### config.mk
export PLATFORM = sky130hd
export DESIGN_NAME = edge_bbox_tracker
export DESIGN_NICKNAME = d
export VERILOG_FILES = /design/src/rtl/edge_bbox_tracker.sv
export SDC_FILE = /design/constraint.sdc
export NUM_CORES = 1
export LEC_CHECK = 0
export ABC_AREA = 1
export BUFFER_PORTS_ARGS = -buffer_cell sky130_fd_sc_hd__buf_2
export CAP_MARGIN = 0
export CORE_MARGIN = 2
export CORE_UTILIZATION = 60
export CTS_BUF_LIST = sky130_fd_sc_hd__clkbuf_16
export CTS_CLUSTER_DIAMETER = 30
export DETAILED_ROUTE_END_ITERATION = 10
export GPL_ROUTABILITY_DRIVEN = 0
export PLACE_DENSITY_LB_ADDON = 0.3
export SETUP_SLACK_MARGIN = 0.4
export SLEW_MARGIN = 20
export SYNTH_ARGS = -nofsm -noshare
export SYNTH_HDL_FRONTEND = slang
export SYNTH_SLANG_ARGS = --single-unit
### constraint.sdc
create_clock -name CLK -period 4.4 [get_ports CLK]
set_input_delay 0.88 -clock CLK [delete_from_list [all_inputs] [get_ports CLK]]
set_output_delay 0.88 -clock CLK [all_outputs]
set_load 0.02 [all_outputs]
### src/rtl/edge_bbox_tracker.sv
// edge_bbox_tracker: per-frame bounding box and population count of binary edge pixels
module edge_bbox_tracker #(
  parameter int X_BITS    = 11,
  parameter int Y_BITS    = 11,
  parameter int CNT_BITS  = 20,
  parameter int MIN_COUNT = 16
) (
  input  logic                CLK,
  input  logic                RST,
  input  logic                VSync,
  input  logic                HSync,
  input  logic                VDE,
  input  logic                EdgeIn,
  output logic [X_BITS-1:0]   XMin,
  output logic [X_BITS-1:0]   XMax,
  output logic [Y_BITS-1:0]   YMin,
  output logic [Y_BITS-1:0]   YMax,
  output logic [CNT_BITS-1:0] Count,
  output logic                Found,
  output logic                Valid
);
  typedef enum logic [1:0] {IDLE, ACTIVE, REPORT} state_t;
  state_t state, state_nx;
  logic vs_d, vde_d, vs_rise, vde_fall, hit, take, clr, report;
  logic hsync_unused;
  logic [X_BITS-1:0] x, min_x, max_x, bmin_x, bmax_x, min_x_nx, max_x_nx;
  logic [Y_BITS-1:0] y, min_y, max_y, bmin_y, bmax_y, min_y_nx, max_y_nx;
  logic [CNT_BITS-1:0] cnt, bcnt, cnt_nx;
  assign hsync_unused = HSync;
  assign vs_rise = VSync & ~vs_d;
  assign vde_fall = vde_d & ~VDE;
  assign hit = VDE & EdgeIn;
  // state register and sync edge history
  always_ff @(posedge CLK) begin
    if (RST) begin
      state <= IDLE;
      vs_d <= 1'b0;
      vde_d <= 1'b0;
    end else begin
      state <= state_nx;
      vs_d <= VSync;
      vde_d <= VDE;
    end
  end
  // next state; a partial frame after reset is dropped, every later VSync rise closes a frame
  always_comb begin
    state_nx = state == IDLE ? (vs_rise ? ACTIVE : IDLE) : (vs_rise ? REPORT : ACTIVE);
    report = state == REPORT;
    clr = state != ACTIVE;
    take = hit & (state != IDLE);
  end
  // pixel coordinates: x runs along active pixels, y counts completed lines since the frame boundary
  always_ff @(posedge CLK) begin
    if (RST) begin
      x <= '0;
      y <= '0;
    end else begin
      x <= VDE ? x + 1'b1 : '0;
      y <= (vs_rise || report) ? '0 : vde_fall ? y + 1'b1 : y;
    end
  end
  // accumulator update; a pixel arriving in the report cycle seeds the new frame
  always_comb begin
    bmin_x = clr ? '1 : min_x;
    bmax_x = clr ? '0 : max_x;
    bmin_y = clr ? '1 : min_y;
    bmax_y = clr ? '0 : max_y;
    bcnt = clr ? '0 : cnt;
    min_x_nx = (take && x < bmin_x) ? x : bmin_x;
    max_x_nx = (take && x > bmax_x) ? x : bmax_x;
    min_y_nx = (take && y < bmin_y) ? y : bmin_y;
    max_y_nx = (take && y > bmax_y) ? y : bmax_y;
    cnt_nx = (take && !(&bcnt)) ? bcnt + 1'b1 : bcnt;
  end
  // accumulator registers
  always_ff @(posedge CLK) begin
    if (RST) begin
      min_x <= '1;
      max_x <= '0;
      min_y <= '1;
      max_y <= '0;
      cnt <= '0;
    end else begin
      min_x <= min_x_nx;
      max_x <= max_x_nx;
      min_y <= min_y_nx;
      max_y <= max_y_nx;
      cnt <= cnt_nx;
    end
  end
  // publish the closed frame; an empty frame reports a zero box rather than the sentinel
  always_ff @(posedge CLK) begin
    if (RST) begin
      XMin <= '0;
      XMax <= '0;
      YMin <= '0;
      YMax <= '0;
      Count <= '0;
      Found <= 1'b0;
      Valid <= 1'b0;
    end else begin
      Valid <= report;
      if (report) begin
        XMin <= |cnt ? min_x : '0;
        XMax <= |cnt ? max_x : '0;
        YMin <= |cnt ? min_y : '0;
        YMax <= |cnt ? max_y : '0;
        Count <= cnt;
        Found <= 32'(cnt) >= MIN_COUNT;
      end
    end
  end
endmodule

==> qor.yml <==
run_status:
  status: "complete, no violations"
synth:
  yosysSeqAreaShare_pct: 40.67
  syn_area_per_cell_sq_um: 7.012
  synth.most_common_cell: "nand2_1"
  synth_flop_cell: "dfxtp_1"
  yosysWarnings: 0
  synth.largest_area_cell: "dfxtp_1"
  syn_nets: 1146
  syn_inst: 1095
  synth_common_cells: "269 x nand2_1, 156 x dfxtp_1, 130 x nor2_1"
  synth_edf_count: 0
  syn_area_sq_um: 7679
  synth_top_area_share_pct: 40.67
  ys_ff_latch: 156
  synth_area_leaders: "dfxtp_1 41%, nand2_1 13%, ha_1 7.3%"
  async_flop_share_pct: 0
  synth_cell_types: 34
global_routing:
  grt.met2_usage_pct: 47.09
  gr-max-usage-layer: "met2"
  grt-ovfl-total: 0
  grt_use_total_pct: 28.58
  grt_pass1_wl_um: 30780
  grt_pass1_vias: 6699
  grt_use_met3_pct: 5.407
  antenna_found_initial: 0
  gr-usage-met1_pct: 37.25
  grt_start_max_net_pins: 66
power_and_ir_drop:
  p_switching_mw: 0.6908
  ir_drop_mv: 0.2283
  switching_share_pct: 23.28
  combPwrFrac_pct: 4.6
  pwr_density_cell_nw_per_um2: 343.1
  p_int_mw: 2.277
  seqPwrFrac_pct: 48.5
  clock_power_share_pct: 46.9
  p_leak_nw: 3.733
sta:
  fmax_mhz: 311.8
  rsz0062_at_grt: "no"
  skew_ns: 0.007275
  maxSlewViolCount: 0
  tightest_slew_ns: 0.7398
  timing.final.ws_setup_ns: 1.192
  slew_headroom_pct: 50.54
  final-setup-viol-count: 0
  finalCriticalPeriod_ns: 3.208
  finalHoldViolations: 0
  fin_tns_setup_ns: 0
  fin_crit_sh_pct: 72.90
clock_network:
  h-tree-depth: 4
  root_buffer: "clkbuf_16"
  path_clk_slew_ns: 0.06
  clock_path_buffers: 2
  hold_buffers: 0
  cts-resized-gates: 0
  post_cts_buffers: 0
  insertion_delay_ns: 0.43
  cts_sinks: 156
  cts_tree: "done"
  cts_made_buffers: 17
finish:
  drive_above_1_share_pct: 10.96
  area_growth_pct: 12.64
  nets: 1198
  n_antenna_cell: 0
  top_regs: "Count: 20 flops, cnt: 20 flops"
job:
  drv_cap: 0
critical_path:
  critPathTopFamily: "simple AND/OR/NAND/NOR gates"
  crit_chain: "nand2_1 -> buf_4 -> nor2_1 -> ha_1 -> nand4_1 -> nor2_1 -> nand2_1 -> nand2_1 -> nand2_1 -> nand3_1"
  path_max_fanout: 31
  crit_top_cell: "nand2_1"
  cp_slowest_cell: "dfxtp_1"
  worstSetupEndpointType: "flop"
  required_ns: 4.69
  cp_num_buf_inv: 1
  arrival_ns: 3.50
  slowest_delay_ns: 0.70
  critPathLaunchType: "flop"
  path_class: "reg2reg"
floorplanning:
  rows: 41
  core-area_sq_um: 12570
  dieWidth_um: 117.1
  die_y_um: 117.1
  dieArea_sq_um: 13720
  io_pins: 72
  initial_core_util_pct: 61.10
routing:
  vias_per_cell: 5.358
  firstDrtPassIters: 5
  wl_per_cell_um: 13.63
  drc_errors: 0
  wirelength_um: 18140
  drtIter0Drc: 464
  via_count: 7132
  final_antenna_net_count: 0
placement:
  hpwl_um: 12390
  preCtsSetupSlack_ns: 1.351
  portBuffers: 70
hold_path:
  hold_class: "reg2reg"
[per-stage QoR]
| stage | instances | util (%) | hold slack [ns] | total power, mW | cell area, sq um |
|---|---|---|---|---|---|
| after global routing | 1331 | 68.82 | 0.4313 | 3.064 | 8650 |
| after global placement | 1300 | 64.40 | 0.4058 | 1.601 | 8094 |
| after floorplan | 1095 | - | 0.4003 | 1.570 | 7679 |
| after CTS | 1331 | 68.82 | 0.4222 | 2.985 | 8650 |
| after detailed placement | 1300 | 64.40 | 0.4179 | 1.604 | 8094 |
| final | 1331 | 68.82 | 0.4281 | 2.968 | 8650 |
[routing by layer]
metal | up-vias | part of all wire [%] | routed length (um)
li1 | 3661 | - | -
met5 | - | 0 | 0
met2 | 196 | 46 | 8327
met1 | 3241 | 47 | 8466
met4 | 0 | 2.0 | 354
met3 | 34 | 5.5 | 993
[power by group through the flow]
stage	clock network (mW)	logic, mW	registers [mW]
after floorplan	0	0.104	1.47
after global placement	0	0.132	1.47
after detailed placement	0	0.135	1.47
after CTS	1.41	0.137	1.44
after global routing	1.47	0.154	1.44
final	1.39	0.137	1.44
[cells by family after synthesis]
logic type | share of synthesized area, %
AND/OR/NAND/NOR | 31.12
flip-flops | 40.67
XOR/XNOR | 0.4563
adder cells (fa/ha/maj) | 7.333
AO/OA/AOI/OAI | 11.23
buffers and inverters | 9.190
[cell usage in the layout, fill, tap and decap left out, drive strengths merged, types with 19 or more instances in the layout]
| master | count |
|---|---|
| dfxtp | 156 |
| o21ai | 66 |
| ha | 45 |
| nand2 | 271 |
| nand3 | 110 |
| nand4 | 19 |
| nor2 | 140 |
| buf | 80 |
| inv | 125 |
| a21oi | 58 |
[final cells by class]
class | count | area (sq um)
well taps | 172 | 215.2
clock inverters | 14 | 130.1
clock buffers | 17 | 425.4
inverters | 126 | 473.0
repair buffers | 80 | 425.4
flip-flops and latches | 156 | 3123
multi-input cells | 766 | 3857
fillers | 1088 | 3919
[worst paths after layout]
kind                             from                  end  slack [ns]  depth (start not counted)
setup reg to reg  state[0]$_SDFF_PP0_  min_x[8]$_SDFF_PP1_        1.19                         10
hold reg to reg       vs_d$_SDFF_PP0_  state[1]$_SDFF_PP0_        0.43                          1
hold / removal        vs_d$_SDFF_PP0_  state[1]$_SDFF_PP0_        0.43                          1
setup / recovery  state[0]$_SDFF_PP0_  min_x[8]$_SDFF_PP1_        1.19                         10
Note: power is estimated with default switching activity, not from simulation.
